[config.mk]
export PLATFORM = sky130hd
export DESIGN_NAME = dmem_arbiter
export DESIGN_NICKNAME = d
export VERILOG_FILES = /design/src/rtl/dmem_arbiter.sv
export SDC_FILE = /design/constraint.sdc
export NUM_CORES = 1
export LEC_CHECK = 0
export BUFFER_PORTS_ARGS = -buffer_cell sky130_fd_sc_hd__buf_2
export CAP_MARGIN = 15
export CORE_ASPECT_RATIO = 0.5
export CORE_MARGIN = 10
export CORE_UTILIZATION = 28
export CTS_BUF_LIST = sky130_fd_sc_hd__clkbuf_8
export DETAILED_ROUTE_END_ITERATION = 6
export PLACE_DENSITY_LB_ADDON = 0.15
export SLEW_MARGIN = 20
export SYNTH_ARGS = -nofsm -noshare
export SYNTH_HDL_FRONTEND = slang
export SYNTH_SLANG_ARGS = --single-unit
[constraint.sdc]
create_clock -name clock -period 2 [get_ports clock]
set_input_delay 0.1 -clock clock [delete_from_list [all_inputs] [get_ports clock]]
set_output_delay 0.1 -clock clock [all_outputs]
set_load 0.1 [all_outputs]
[src/rtl/dmem_arbiter.sv]
// dmem_arbiter: shares the single-port synchronous data memory between the
// processor memory stage (port 0) and a secondary master (port 1).
// Ownership is round-robin with a bounded hold counter so that neither port
// can starve the other. Grants are combinational from the registered owner;
// read-valid flags are registered to line up with the dmem registered read.
module dmem_arbiter #(
  parameter int ADDR_W   = 12,
  parameter int DATA_W   = 32,
  parameter int MAX_HOLD = 4
) (
  input  logic              clock,
  input  logic              reset,
  input  logic              p0_req,
  input  logic              p0_we,
  input  logic [ADDR_W-1:0] p0_addr,
  input  logic [DATA_W-1:0] p0_wdata,
  input  logic              p1_req,
  input  logic              p1_we,
  input  logic [ADDR_W-1:0] p1_addr,
  input  logic [DATA_W-1:0] p1_wdata,
  output logic              p0_gnt,
  output logic              p1_gnt,
  output logic              p0_rvalid,
  output logic              p1_rvalid,
  output logic [DATA_W-1:0] rdata,
  output logic [ADDR_W-1:0] dmem_address,
  output logic [DATA_W-1:0] dmem_data,
  output logic              dmem_wren,
  input  logic [DATA_W-1:0] dmem_q
);

  localparam int HOLD_W = (MAX_HOLD < 1) ? 1 : $clog2(MAX_HOLD + 1);
  localparam logic [HOLD_W-1:0] HOLD_LAST = HOLD_W'(MAX_HOLD - 1);

  typedef enum logic [1:0] {
    OWN_NONE = 2'd0,
    OWN_P0   = 2'd1,
    OWN_P1   = 2'd2
  } owner_e;

  // last_q encoding: 1'b0 = port 0 served most recently, 1'b1 = port 1
  owner_e            owner_q, owner_d;
  logic              last_q, last_d;
  logic [HOLD_W-1:0] hold_q, hold_d;
  logic              p0_rvalid_q, p0_rvalid_d;
  logic              p1_rvalid_q, p1_rvalid_d;

  logic              xfer0_s;
  logic              xfer1_s;

  // A grant is only ever offered to the registered owner while it requests;
  // a grant always coincides with a transfer.
  always_comb begin
    xfer0_s = (owner_q == OWN_P0) && p0_req;
    xfer1_s = (owner_q == OWN_P1) && p1_req;
  end

  assign p0_gnt    = xfer0_s;
  assign p1_gnt    = xfer1_s;
  assign p0_rvalid = p0_rvalid_q;
  assign p1_rvalid = p1_rvalid_q;
  assign rdata     = dmem_q;

  // Steer the transferring port onto the memory bus; park the bus at zero otherwise.
  always_comb begin
    dmem_address = {ADDR_W{1'b0}};
    dmem_data    = {DATA_W{1'b0}};
    dmem_wren    = 1'b0;
    if (xfer0_s) begin
      dmem_address = p0_addr;
      dmem_data    = p0_wdata;
      dmem_wren    = p0_we;
    end else if (xfer1_s) begin
      dmem_address = p1_addr;
      dmem_data    = p1_wdata;
      dmem_wren    = p1_we;
    end else begin
      dmem_address = {ADDR_W{1'b0}};
      dmem_data    = {DATA_W{1'b0}};
      dmem_wren    = 1'b0;
    end
  end

  // Next owner, most-recent server, hold count and read-valid flags.
  always_comb begin
    owner_d     = owner_q;
    last_d      = last_q;
    hold_d      = hold_q;
    p0_rvalid_d = xfer0_s && !p0_we;
    p1_rvalid_d = xfer1_s && !p1_we;

    case (owner_q)
      OWN_NONE: begin
        if (p0_req && p1_req) begin
          owner_d = last_q ? OWN_P0 : OWN_P1;
        end else if (p0_req) begin
          owner_d = OWN_P0;
        end else if (p1_req) begin
          owner_d = OWN_P1;
        end else begin
          owner_d = OWN_NONE;
        end
      end
      OWN_P0: begin
        if (!p0_req) begin
          owner_d = p1_req ? OWN_P1 : OWN_NONE;
        end else if ((hold_q == HOLD_LAST) && p1_req) begin
          owner_d = OWN_P1;
        end else begin
          owner_d = OWN_P0;
        end
      end
      OWN_P1: begin
        if (!p1_req) begin
          owner_d = p0_req ? OWN_P0 : OWN_NONE;
        end else if ((hold_q == HOLD_LAST) && p0_req) begin
          owner_d = OWN_P0;
        end else begin
          owner_d = OWN_P1;
        end
      end
      default: begin
        owner_d = OWN_NONE;
      end
    endcase

    if (xfer0_s) begin
      last_d = 1'b0;
    end else if (xfer1_s) begin
      last_d = 1'b1;
    end else begin
      last_d = last_q;
    end

    // The count saturates at the switch threshold so that an owner that has
    // streamed alone for a long time yields as soon as the other side asks.
    if (owner_d != owner_q) begin
      hold_d = {HOLD_W{1'b0}};
    end else if ((xfer0_s || xfer1_s) && (hold_q != HOLD_LAST)) begin
      hold_d = hold_q + HOLD_W'(1);
    end else begin
      hold_d = hold_q;
    end
  end

  // Arbitration state and read-valid registers; reset drops any pending rvalid.
  always_ff @(posedge clock or negedge reset) begin
    if (!reset) begin
      owner_q     <= OWN_NONE;
      last_q      <= 1'b1;
      hold_q      <= {HOLD_W{1'b0}};
      p0_rvalid_q <= 1'b0;
      p1_rvalid_q <= 1'b0;
    end else begin
      owner_q     <= owner_d;
      last_q      <= last_d;
      hold_q      <= hold_d;
      p0_rvalid_q <= p0_rvalid_d;
      p1_rvalid_q <= p1_rvalid_d;
    end
  end

endmodule
==> flow_metrics.tcl, run 1 <==
set metrics [dict create \
    worst_pin_slew_ps 502 \
    nets 365 \
    syn_inst 130 \
    synthTopCellsByArea "a22o_1, buf_4, dfrtp_1" \
    crit_path_max_incr_delay_ps 480 \
    stdcell_area_sq_um 2410 \
    grt_use_total 0.145 \
    crit_chain "nand3b_4, inv_2, buf_4, a22o_1, buf_12" \
    relSlewSlack 0.667 \
    p_per_area_nw_per_um2 718 \
    grt_remaining_overflow 0 \
    synth_largest_area_cell "a22o_1" \
    avgViaCountPerCell 4.82 \
    cts_setup_buffers 0 \
    ir_worst_vdd_uv 682 \
    gp_congestion 0.722 \
    insertion_delay_ps 230 \
    antenna_found_initial 0 \
    n_antenna_cell 0 \
    drc 0 \
    total_power_w 0.00173 \
    drt-wirelength-per-cell_um 20.7 \
    drt_iter0_markers 60 \
    path_clk_slew_ps 40 \
    layout.area.seq_sq_um 201 \
    start_kind "flip-flop" \
    crit_slowest_cell "dfrtp_1" \
    cts-root-buf "clkbuf_8" \
    cts_buffers 3 \
    dpl.hpwl_mm 5.28 \
    crit_arrival_ps 1760 \
    cts.sinks 8 \
    min_period_ps 1860 \
    htree_levels 1 \
    synth_top_area_frac 0.335 \
    layout-drive-gt1-share 0.695 \
    fin_skew_ps 2.20 \
    fin_util 0.605 \
    dieArea_sq_um 7360 \
    final_cell_mix "buf_2, buf_12, a22o_1" \
    drv_cap 0 \
    first_pass_iters 4 \
    antenna_left 0 \
    grt_pass1_vias 1507 \
    setup_viol 0 \
    grt_max_degree 47 \
    cts_tree "done" \
    tns_ps 0 \
    critical_path_class "reg2out" \
    ys_ff_latch 8 \
    dpl-instance-area_sq_um 2350 \
    yosys.area_share.simple 0.0861 \
    cp.required_ps 1900 \
    synth_seq_area_share 0.171 \
    synth_compound_area_frac 0.392 \
    area_delta_synth_final_pct 105 \
    fmax_mhz 537 \
    syn_area_per_cell_sq_um 9.06 \
    die_x_um 112 \
    rows 16 \
    leakage_nw 1.20 \
    post-route-period-util 0.931 \
    die_h_um 65.9 \
    coreArea_sq_um 3980 \
    synthXorXnorAreaFrac 0.00744 \
    crit_fanout 28 \
    netlist_area_sq_um 1180 \
    fillers 344 \
    portBuffers 142 \
    grt_pass1_wl_mm 8.70 \
    synthDistinctLibCells 22 \
    vias 1398 \
    start_util 0.296 \
    hold_viol 0 \
    clk_path_buf_depth 2 \
    status "finished, final reports clean" \
    finalMaxSlewViolations 0 \
    synth_top_family_by_area "compound AO/OA/AOI/OAI gates" \
    multi_input_area_sq_um 638 \
    final_common_cell "buf_2" \
    endpoint_kind "output port" \
    hold_class "in2reg" \
    finalHoldWorstSlack_ps 42.6 \
    synth_nets 258 \
    synthMuxAreaShare 0.0255 \
    synth_warnings 0 \
    synth_fa_ha_area_frac 0.0213 \
    drt-total-wl_mm 6.00 \
    rsz0062_at_grt "false" \
    ioPinCount 207 \
]
-- where the power goes --
| group | total (W) | switching, W | internal, W | leakage [nW] |
|---|---|---|---|---|
| Combinational | 0.00132 | 0.000841 | 0.000481 | 1.07 |
| Clock | 0.000198 | 0.0000646 | 0.000133 | 0.0269 |
| Sequential | 0.000212 | 0.0000244 | 0.000187 | 0.104 |
| Total | 0.00173 | 0.000930 | 0.000801 | 1.20 |
-- what timing repair did --
| action | CTS | global route |
|---|---|---|
| hold endpoints to repair | 8 | 0 |
| hold buffers | 1 | 0 |
| resized for setup | 0 | 1 |
| endpoints found under the setup margin | 0 | 29 |
-- final cells by class --
type | instances | share of cell area
clock inverter | 1 | 0.00156
inverter | 3 | 0.00675
sequential | 8 | 0.0836
multi-input combinational | 76 | 0.265
clock buffer | 3 | 0.0171
tap | 54 | 0.0280
timing repair buffer | 145 | 0.598
-- registers in the layout (all words and copies together), names as in the netlist --
register   count
hold_q         3
owner_q        2
last_q         1
p0_rvalid      1
p1_rvalid      1
-- critical path: cells and delay by family, from the launching register on --
| kind | cells | cell delay, ps |
|---|---|---|
| AOI/OAI and AO/OA | 1 | 240 |
| DFF | 1 | 480 |
| buffers and inverters | 3 | 570 |
| and+or+nand+nor | 1 | 240 |
-- worst paths after layout --
path                       startpoint           end  slack, ps  depth (start not counted)
max                        owner_q[0]  dmem_data[8]        140                          5
min                             p1_we     p1_rvalid         40                          2
max reg2reg                 hold_q[0]     hold_q[0]        450                          6
min reg2reg                    last_q        last_q        470                          2
max in group asynchronous       reset        last_q       1520                          2
min in group asynchronous       reset     hold_q[0]        240                          2
-- synthesized netlist by cell type --
cell,number
a211oi_2,1
a21oi_1,2
a21oi_4,1
a22o_1,45
a2bb2oi_2,1
a31oi_1,1
buf_2,4
buf_4,33
buf_6,6
dfrtp_1,7
dfstp_2,1
ha_1,2
inv_1,1
inv_2,1
inv_4,1
mux2i_1,3
nand2_1,9
nand3b_4,2
nor2_1,6
nor3_1,1
o31ai_1,1
xnor2_1,1
-- logic make-up (layout without fill, tap and decap cells) --
| family | Yosys count | in the layout |
|---|---|---|
| buffers and inverters | 46 | 152 |
| XOR/XNOR | 1 | 1 |
| AND/OR/NAND/NOR | 18 | 18 |
| multiplexers | 3 | 3 |
| adder cells (fa/ha/maj) | 2 | 2 |
| AO/OA/AOI/OAI | 52 | 52 |
| flip-flops | 8 | 8 |
-- through the flow --
step | setup WS [ps] | std cells
after CTS | 63.0 | 290
after detailed placement | 317 | 285
after global placement | 376 | 285
after floorplan | 101 | 130
after global routing | 58.8 | 290
final | 138 | 290
-- routing by layer --
layer	GRT usage	vias to the layer above	routed length, um
li1	-	667	-
met5	0	-	0
met4	0.0589	0	130
met3	0.0471	22	509
met2	0.299	76	3480
met1	0.129	633	1870
Power figures use the tool's default switching activity.
==> run 2: changes to the inputs <==
Settings changed: CORE_AREA set to 2 2 81 83, CORE_ASPECT_RATIO 0.5 to unset, CORE_MARGIN 10 to unset, CORE_UTILIZATION 28 to unset, DIE_AREA set to 0 0 83 85, SETUP_SLACK_MARGIN set to 0.3.
==> run 2 against run 1 <==
Clock skew is 1.3 ps higher. Combinational power is 8% higher. Count of clock-buffer cells in the layout is the same. Die area shrank 4.1%. First-iteration DRC count is 63% lower. Worst hold slack worse by 2.4 ps. Total power rose by 5.9%. Core utilization fell by 17 points. Fmax rose by 13%. Setup slack better by 210 ps. Global-route usage up 0.053 points. Clock power barely moved. Largest power group unchanged. Highest routed layer unchanged.
==> flow_metrics.tcl, run 2 (synthesis results as in run 1) <==
set metrics [dict create \
    cts_tree "done" \
    tns_ps 0 \
    antenna_left 0 \
    largestRegisters "hold_q x3, owner_q x2" \
    rows 29 \
    rsz0062_at_grt "false" \
    p_per_area_nw_per_um2 678 \
    path_delay_family "buffers and inverters" \
    gp_congestion 0.769 \
    switching_share 0.520 \
    grt_max_degree 24 \
    top_register "hold_q" \
    largest_reg_flops 3 \
    endpoint_kind "output port" \
    worst_pin_slew_ps 487 \
    vias 1442 \
    status "finished, final reports clean" \
    ir_worst_vdd_uv 372 \
    clk_path_buf_depth 2 \
    drt_iter0_markers 22 \
    cp.depth 6 \
    first_pass_iters 4 \
    min_period_ps 1650 \
    die_x_um 83 \
    drc 0 \
    grt_pass1_vias 1357 \
    p_sw_w 0.000952 \
    coreArea_sq_um 6200 \
    fmax_mhz 606 \
    grt_use_total 0.145 \
    start_util 0.190 \
    crit_chain "buf_4, nand3b_4, inv_4, clkbuf_16, a22o_2, buf_12" \
    area_delta_synth_final_pct 129 \
    final_common_cell "buf_2" \
    portBuffers 142 \
    drv_cap 0 \
    layout-drive-gt1-share 0.861 \
    cts_buffers 3 \
    setup_slack_ps 349 \
    n_antenna_cell 0 \
    crit_slowest_cell "dfrtp_2" \
    setup_viol 0 \
    final_cell_mix "buf_2, buf_12, a22o_2" \
    finalMaxSlewViolations 0 \
    dieArea_sq_um 7060 \
    dpl.hpwl_mm 4.85 \
    holdPathStages 2 \
    crit_arrival_ps 1550 \
    die_h_um 85 \
    place_ws_ps 426 \
    clkPwrFrac 0.108 \
    path_buf_inv 4 \
    path_clk_slew_ps 40 \
    cts-root-buf "clkbuf_8" \
    power_frac_seq 0.111 \
    htree_levels 1 \
    start_kind "flip-flop" \
    drt-wirelength-per-cell_um 18.1 \
    crit_path_max_incr_delay_ps 400 \
    worst_r2r_path_depth 6 \
    grt_remaining_overflow 0 \
    hold_viol 0 \
    insertion_delay_ps 230 \
    critical_path_class "reg2out" \
    internal-power_w 0.000880 \
    hold_class "in2reg" \
    cp.required_ps 1900 \
    nets 374 \
    post-route-period-util 0.826 \
    fin_skew_ps 3.53 \
    antenna_found_initial 0 \
    ioPinCount 207 \
    crit_fanout 11 \
    relSlewSlack 0.678 \
    drt-total-wl_mm 5.83 \
    avgViaCountPerCell 4.48 \
    pwr-share-comb 0.781 \
    cts.sinks 8 \
    grt_pass1_wl_mm 8.04 \
    leakage_nw 1.33 \
]
## run 2: cell types whose count changed in the layout (fill, tap and decap cells not counted), sizes merged
cell / before / now
buf: 144 / 152
clkbuf: 3 / 4
## run 2: cell type report
type                    instances  area (sq um)
inverters                       3          16.3
fillers                       595          3500
multi-input cells              76           751
clock buffers                   3          41.3
clock inverters                 1          3.75
flip-flops and latches          8           204
repair buffers                154          1590
well taps                      77          96.3
## run 2: power groups by stage
stage,sequential [W],clock [W],combinational [W]
3_5_place_dp,0.000213,0,0.00138
5_1_grt,0.000206,0.000210,0.00148
4_1_cts,0.000206,0.000206,0.00141
6_report,0.000203,0.000198,0.00143
3_3_place_gp,0.000213,0,0.00138
2_1_floorplan,0.000212,0,0.00118
## run 2: worst register-to-register path: cells and delay by family, from the launching register on
kind	cells	cell delay, ps
simple gates	2	170
fa+ha+maj	2	460
compound gates	2	420
flops	1	360
## run 2: per-stage QoR
step / instance area (sq um) / total power [W] / hold WS [ps] / std cells / util
floorplan: 1300 / 0.00139 / -196 / 130 / -
global placement: 2530 / 0.00159 / -46.6 / 310 / 0.408
detailed placement: 2530 / 0.00159 / -49.5 / 310 / 0.408
CTS: 2640 / 0.00183 / 38.4 / 318 / 0.425
global route: 2700 / 0.00189 / 50.8 / 322 / 0.435
finish: 2700 / 0.00183 / 40.2 / 322 / 0.435
## run 2: routing by layer
layer,up-vias,share of wire,global-route usage,wire length [um]
met5,-,0,0,0
met4,0,0.0098,0.0373,57
met3,11,0.16,0.100,905
met2,90,0.49,0.235,2860
met1,655,0.34,0.156,2000
li1,686,-,-,-
## run 2: final timing paths
kind                              endpoint  slack [ps]  startpoint
setup / recovery           dmem_address[0]         350  owner_q[0]
min in group asynchronous        p0_rvalid         240       reset
hold / removal                   p1_rvalid          40       p1_we
max in group asynchronous           last_q        1520       reset
setup reg to reg                 hold_q[0]         470   hold_q[0]
hold reg to reg                     last_q         480      last_q
## run 2: repair_timing
action	in CTS	in global routing
buffers inserted	2	3
endpoints found under the setup margin	45	36
cloned	1	1
resized for setup	5	3
hold buffers	1	0
endpoints found under the hold margin	8	0
